## src/rtl/cla_pipe_adder.sv

```systemverilog
// rtl/cla_pipe_adder.sv - pipelined Brent-Kung carry-lookahead adder/subtractor with valid/ready handshake
// Define CLA_SAT_EN to clamp overflowing results to the signed extreme instead of wrapping.
module cla_pipe_adder #(
  parameter int WIDTH = 16,
  parameter int PIPE  = 2
) (
  input  logic             clk,
  input  logic             reset,
  input  logic             in_valid,
  output logic             in_ready,
  input  logic [WIDTH-1:0] a,
  input  logic [WIDTH-1:0] b,
  input  logic             cin,
  input  logic             sub,
  output logic             out_valid,
  input  logic             out_ready,
  output logic [WIDTH-1:0] sum,
  output logic             cout,
  output logic             ovf
);

  localparam int LOG = $clog2(WIDTH);
  localparam int NL  = 2 * LOG - 1;

  typedef struct packed {
`ifdef CLA_SAT_EN
    logic             asign;
`endif
    logic             c0;
    logic [WIDTH-1:0] pb;
    logic [WIDTH-1:0] p;
    logic [WIDTH-1:0] g;
  } lv_t;

  // Internal register k sits after prefix level ((k+1)*NL)/PIPE; the last stage is the output register.
  function automatic int stage_at(input int l);
    int r;
    r = -1;
    for (int k = 0; k < PIPE - 1; k++)
      if ((k + 1) * NL / PIPE == l) r = k;
    return r;
  endfunction

  // Levels 1..LOG are the up-sweep, LOG+1..NL the down-sweep.
  function automatic lv_t prefix_level(input int l, input lv_t x);
    lv_t y;
    int  d;
    int  j;
    y = x;
    d = (l <= LOG) ? (1 << l) : (1 << (2 * LOG - l));
    for (int i = 0; i < WIDTH; i++) begin
      if ((l <= LOG) ? ((i + 1) % d == 0) : (((i + 1) % d == d / 2) && (i >= d))) begin
        j = i - d / 2;
        y.g[i] = x.g[i] | (x.p[i] & x.g[j]);
        y.p[i] = x.p[i] & x.p[j];
      end
    end
    return y;
  endfunction

  logic [PIPE-1:0]  v;
  logic [PIPE-1:0]  rdy;
  logic [PIPE-1:0]  ld;
  logic             chain;
  logic [WIDTH-1:0] bx;

  assign bx = sub ? ~b : b;

  always_comb begin
    rdy   = '0;
    ld    = '0;
    chain = out_ready;
    for (int k = PIPE - 1; k >= 0; k--) begin
      chain  = chain | ~v[k];
      rdy[k] = chain;
    end
    ld[0] = rdy[0] & in_valid;
    for (int k = 1; k < PIPE; k++) ld[k] = rdy[k] & v[k-1];
  end

  assign in_ready  = rdy[0];
  assign out_valid = v[PIPE-1];

  always_ff @(posedge clk) begin
    if (reset) begin
      v <= '0;
    end else begin
      if (rdy[0]) v[0] <= in_valid;
      for (int k = 1; k < PIPE; k++)
        if (rdy[k]) v[k] <= v[k-1];
    end
  end

  for (genvar l = 0; l <= NL; l++) begin : g_st
    localparam int K = stage_at(l);
    lv_t d;
    lv_t q;
    if (l == 0) begin : g_in
      always_comb begin
        d    = '0;
        d.g  = a & bx;
        d.p  = a ^ bx;
        d.pb = a ^ bx;
        d.c0 = sub ? 1'b1 : cin;
`ifdef CLA_SAT_EN
        d.asign = a[WIDTH-1];
`endif
      end
    end else begin : g_lvl
      always_comb d = prefix_level(l, g_st[l-1].q);
    end
    // Data only loads with a valid beat, so bubbles never disturb held values.
    if (K >= 0) begin : g_reg
      always_ff @(posedge clk) begin
        if (reset)      q <= '0;
        else if (ld[K]) q <= d;
      end
    end else begin : g_thru
      assign q = d;
    end
  end

  lv_t              f;
  logic [WIDTH:0]   c;
  logic [WIDTH-1:0] sum_n;
  logic             ovf_n;

  assign f     = g_st[NL].q;
  assign c     = {f.g | (f.p & {WIDTH{f.c0}}), f.c0};
  assign ovf_n = c[WIDTH] ^ c[WIDTH-1];

`ifdef CLA_SAT_EN
  always_comb begin
    sum_n = f.pb ^ c[WIDTH-1:0];
    if (ovf_n) sum_n = f.asign ? {1'b1, {(WIDTH-1){1'b0}}} : {1'b0, {(WIDTH-1){1'b1}}};
  end
`else
  assign sum_n = f.pb ^ c[WIDTH-1:0];
`endif

  always_ff @(posedge clk) begin
    if (reset) begin
      sum  <= '0;
      cout <= 1'b0;
      ovf  <= 1'b0;
    end else if (ld[PIPE-1]) begin
      sum  <= sum_n;
      cout <= c[WIDTH];
      ovf  <= ovf_n;
    end
  end

endmodule
```

## config.mk

```make
export PLATFORM = sky130hd
export DESIGN_NAME = cla_pipe_adder
export DESIGN_NICKNAME = d
export VERILOG_FILES = /design/src/rtl/cla_pipe_adder.sv
export SDC_FILE = /design/constraint.sdc
export NUM_CORES = 1
export LEC_CHECK = 0
export BUFFER_PORTS_ARGS = -buffer_cell sky130_fd_sc_hd__buf_2
export CAP_MARGIN = 40
export CORE_ASPECT_RATIO = 1.4
export CORE_MARGIN = 3
export CORE_UTILIZATION = 35
export CTS_CLUSTER_DIAMETER = 120
export DETAILED_ROUTE_END_ITERATION = 12
export PLACE_DENSITY = 0.64
export SLEW_MARGIN = 15
export SYNTH_ARGS = -nofsm -noshare
export SYNTH_HDL_FRONTEND = slang
export SYNTH_SLANG_ARGS = --single-unit
```

## constraint.sdc

```tcl
create_clock -name clk -period 6.3 [get_ports clk]
set_clock_uncertainty 0.1 [all_clocks]
set_input_delay 1.26 -clock clk [delete_from_list [all_inputs] [get_ports clk]]
set_output_delay 1.26 -clock clk [all_outputs]
set_load 0.1 [all_outputs]
```

## Word level (Yosys, flattened, before mapping)

Index checks and enable logic that the tools add are counted.

- Register bits: 69
- Output and inout bits: 20

- Muxes and demuxes: 2
- Bitwise logic cells: 91

Operator list:

| cell | count |
|---|---|
| 1-bit bitwise AND | 54 |
| 16-bit bitwise AND | 2 |
| 16-bit XOR | 2 |
| 1-bit bitwise OR | 28 |
| 16-bit two-way mux | 1 |
| 16-bit NOT | 1 |
| 16-bit bitwise OR | 1 |
| 1-bit NOT | 2 |
| 1-bit two-way mux | 1 |
| 1-bit XOR | 1 |

## Longest topological paths before layout

- Depth after elaboration: 9
- Mapped depth: 8
- Depth with buffers taken out: 6

## Worst setup path before layout

No wires, ideal clock.

- Path kind: input to output
- Start point: input out_ready
- End point: output in_ready
- Arrival: 2.087 ns
- Slack: 2.853 ns
- Stages: 1
- Cells stage by stage: nand3b_1

- Cells in the longest elaborated chain, start to end: 2

RTL lines:

| item | RTL line | text |
|---|---|---|
| from (decl) | 16 | `input logic out_ready,` |
| 1-bit bitwise OR (2 in series) | 74 | `chain = chain \| ~v[k];` |
| to (decl) | 10 | `output logic in_ready,` |

No other way between the ends.

## Worst setup path after layout

Same ends and word-level chain as after synthesis.

==> impl_metrics.yaml <==
run_status:
  status: "finished, final reports clean"
job:
  drv.max_cap_violation_count: 0
sta:
  setup_tns_ns: 0
  fmaxAchievable_ghz: 0.3044
  finalHoldViolations: 0
  period_needed_ns: 3.285
  setup_repair_after_global_routing_missed_its_margin: "no"
  report.final.slew_viol_count: 0
  max-slew-margin-rel_pct: 39.13
  worst_pin_slew_ns: 0.9108
  setup-violations-final: 0
  timing.final.ws_setup_ns: 3.015
  layout_worst_path_cycle_share_pct: 52.15
worst_setup_path:
  critical_path_startpoint_category: "primary input"
  critical_path.slowest_cell: "sky130_fd_sc_hd__buf_2"
  worstSetupEndpointType: "output pin"
  cp.arrival_ns: 1.93
  cpLargestDelayFamily: "buffers and inverters"
  crit_path_max_fanout: 3
  critical_path_buf_inv_count: 2
  worstPathCellList: "buf_2, nand3b_1, buf_2"
  cpPeakStageDelay_ns: 0.44
  cp_common_cell: "sky130_fd_sc_hd__buf_2"
  path_class: "in -> out"
  cp_data_required_time_ns: 4.94
detailed_routing:
  drtIter0Drc: 191
  wl_per_cell_um: 12.53
  firstDrtPassIters: 4
  count_of_vias_placed_by_the_detailed_router: 2647
  route.antenna.remaining_nets: 0
  routed_wl_um: 6604
  drc_errors: 0
  detail_route.vias_per_cell: 5.023
final_layout:
  layout.cell_area.non_filler_sq_um: 3630
  n_antenna_cell: 0
  drive_above_1_share_pct: 19.53
  fill_cells: 873
  fin_nets: 475
  utilization_pct: 43.76
  growth_of_design_area_from_synthesis_to_finish_pct: 20.07
grt:
  global_route_wire_length_before_repair_um: 11180
  grt_max_degree: 83
  number_of_global_route_vias_before_repair: 2459
  grt_overflow: 0
  grt.total_usage_pct: 13.93
  antenna_found_initial: 0
logic_synthesis:
  postSynth.topFlopCell: "sky130_fd_sc_hd__dfxtp_1"
  xor_xnor_share_of_the_synthesized_area_pct: 5.795
  mappedNetlistArea_sq_um: 3023
  yosys.cell_types.count: 33
  synth.yosys.seq_area_share_pct: 40.40
  yosys.area.top_type: "sky130_fd_sc_hd__dfxtp_1"
  syn-num-nets: 428
  syn-instance-count: 373
  synth.area.top_cells: "sky130_fd_sc_hd__dfxtp_1 (40%), sky130_fd_sc_hd__nand2_1 (10%), sky130_fd_sc_hd__a21oi_1 (8.6%), sky130_fd_sc_hd__ha_1 (7.0%), sky130_fd_sc_hd__xor2_1 (4.9%)"
  synthSimpleGateAreaFrac_pct: 26.53
  syn_avg_cell_area_sq_um: 8.104
  post_synthesis_share_of_cell_area_spent_on_full_adders_half_adders_and_majority_gates_pct: 7.036
  ys_ff_latch: 61
  synth_compound_area_share_pct: 16.51
  synth_mux_area_share_pct: 0
  synth_edf_count: 0
  yosysWarnings: 0
  synth_top_family_by_area: "simple AND/OR/NAND/NOR gates"
  netlist.area_leader.share_pct: 40.40
  synthArstFlopShare_pct: 0
power_and_ir_drop:
  total_power_mw: 1.069
  pwr-share-clk_pct: 41.3
  vdd.ir_drop.worst_uv: 136.1
  power.leakage_nw: 1.489
  cell_internal_power_dissipation_mw: 0.7617
  power_frac_seq_pct: 40.4
  switching_share_pct: 28.74
  comb_power_share_pct: 18.3
  power_switching_mw: 0.3072
  power.density_cell_area_nw_per_um2: 294.5
cts:
  postCtsSetupBuffers: 0
  clk_root_buffer_cell: "sky130_fd_sc_hd__clkbuf_16"
  bufs_on_longest_clock_path: 2
  cts_htree_levels: 3
  clk_pin_slew_worst_paths_ns: 0.05
  cts_hold_buf: 0
  cts_resized: 0
  cts_tree: "done"
  worstSkewPairLatency_ns: 0.32
  tritoncts.num_buffers: 9
  cts.sinks: 61
floorplanning:
  die_width_um: 84.55
  boundaryPins: 58
  row_count: 39
  die-height_um: 116.0
  core_area_sq_um: 8295
  fp.dieArea_sq_um: 9804
  start_util_pct: 36.44
placed_design:
  postPlaceCellArea_sq_um: 3357
  gp_congestion: 0.7717
  post-dp-hpwl_um: 4669
  pre_cts_slack_ns: 3.014
  port_bufs: 57
min_path:
  holdCritPathClass: "reg -> reg"
-- placed cells by master, fill, tap and decap left out --
master,instances
sky130_fd_sc_hd__clkbuf_1,4
sky130_fd_sc_hd__a21oi_2,2
sky130_fd_sc_hd__o211ai_4,1
sky130_fd_sc_hd__or2_2,1
sky130_fd_sc_hd__clkbuf_8,2
sky130_fd_sc_hd__ha_1,17
sky130_fd_sc_hd__or4b_2,3
sky130_fd_sc_hd__nand4_1,5
sky130_fd_sc_hd__a211o_1,1
sky130_fd_sc_hd__nand2_1,84
sky130_fd_sc_hd__or4_1,9
sky130_fd_sc_hd__or4b_1,1
sky130_fd_sc_hd__buf_2,57
sky130_fd_sc_hd__nand3_1,14
sky130_fd_sc_hd__buf_4,3
sky130_fd_sc_hd__clkinv_2,1
sky130_fd_sc_hd__dfxtp_1,61
sky130_fd_sc_hd__a311oi_1,1
sky130_fd_sc_hd__nor3_1,6
sky130_fd_sc_hd__nor2_1,22
sky130_fd_sc_hd__xnor2_1,3
sky130_fd_sc_hd__a21oi_4,1
sky130_fd_sc_hd__or3_1,2
sky130_fd_sc_hd__inv_1,2
sky130_fd_sc_hd__nand2b_1,4
sky130_fd_sc_hd__xor2_1,17
sky130_fd_sc_hd__and2_1,1
sky130_fd_sc_hd__a21oi_1,51
sky130_fd_sc_hd__o41ai_1,3
sky130_fd_sc_hd__o21ai_0,8
sky130_fd_sc_hd__nand4b_1,3
sky130_fd_sc_hd__nor2b_1,1
sky130_fd_sc_hd__a211oi_1,11
sky130_fd_sc_hd__nand3b_1,11
sky130_fd_sc_hd__clkbuf_16,9
sky130_fd_sc_hd__a21o_2,3
-- synthesized netlist by cell type, drive strengths merged (2+ instances only) --
library cell	number
nand2	84
dfxtp	61
a21oi	54
nor2	22
ha	17
xor2	17
buf	14
nand3	14
a211oi	11
nand3b	11
clkbuf	10
or4	9
o21ai	8
nor3	6
nand4	5
nand2b	4
or4b	4
a21o	3
nand4b	3
o41ai	3
xnor2	3
inv	2
or3	2
-- per-layer routing --
metal | track usage, % | part of all wire [%]
met5 | 0 | 0
met1 | 18.25 | 49
met4 | 5.702 | 1.6
met3 | 3.698 | 4.1
met2 | 21.80 | 45
-- worst register-to-register path, delay by kind of cell, from the launching register on --
kind             cells  cell delay (ns)
and+or+nand+nor      4             1.54
DFF                  1             0.32
-- worst paths after layout --
| check | slack, ns | start | cells after the start | end |
|---|---|---|---|---|
| worst max register to register | 4.27 | v[1]$_SDFFE_PP0P_ | 4 | sum[13]$_SDFFE_PP0P_ |
| worst min register to register | 0.35 | sum[8]$_SDFFE_PP0P_ | 2 | sum[8]$_SDFFE_PP0P_ |
| worst min-delay path | 0.35 | sum[8]$_SDFFE_PP0P_ | 2 | sum[8]$_SDFFE_PP0P_ |
| worst max-delay path | 3.01 | out_ready | 3 | in_ready |
-- metrics by stage --
stage               instances  hold WS, ns
floorplan                 373       0.3361
global placement          511       0.3394
detailed placement        511       0.3423
CTS                       527       0.3494
global route              527       0.3683
finish                    527       0.3479
-- power groups by stage --
stage	registers (mW)	clock network, mW	logic [mW]
final	0.432	0.441	0.196
after global placement	0.438	0	0.193
after floorplan	0.483	0	0.105
after global routing	0.435	0.467	0.218
after CTS	0.432	0.451	0.197
after detailed placement	0.440	0	0.196
-- logic make-up (layout without fill, tap and decap cells) --
kind of cell | count (synthesis) | after routing
xor+xnor | 20 | 20
simple gates | 167 | 167
flops | 61 | 61
fa+ha+maj | 17 | 17
compound gates | 82 | 82
buf+inv | 26 | 78
-- area by class of cell --
cell class | instances | area (sq um) | area share [%]
flip-flops and latches | 61 | 1221 | 33.64
clock inverters | 1 | 5.005 | 0.1379
multi-input cells | 286 | 1693 | 46.64
inverters | 2 | 7.507 | 0.2068
clock buffers | 15 | 267.8 | 7.377
repair buffers | 60 | 307.8 | 8.480
well taps | 102 | 127.6 | 3.516
-- state kept, by name, indices dropped and copies added (netlist names) --
register  count
cout          1
c             1
v             2
sum          16
g_st.q       17
f            23
ovf           1
(Power assumes the default switching activity.)
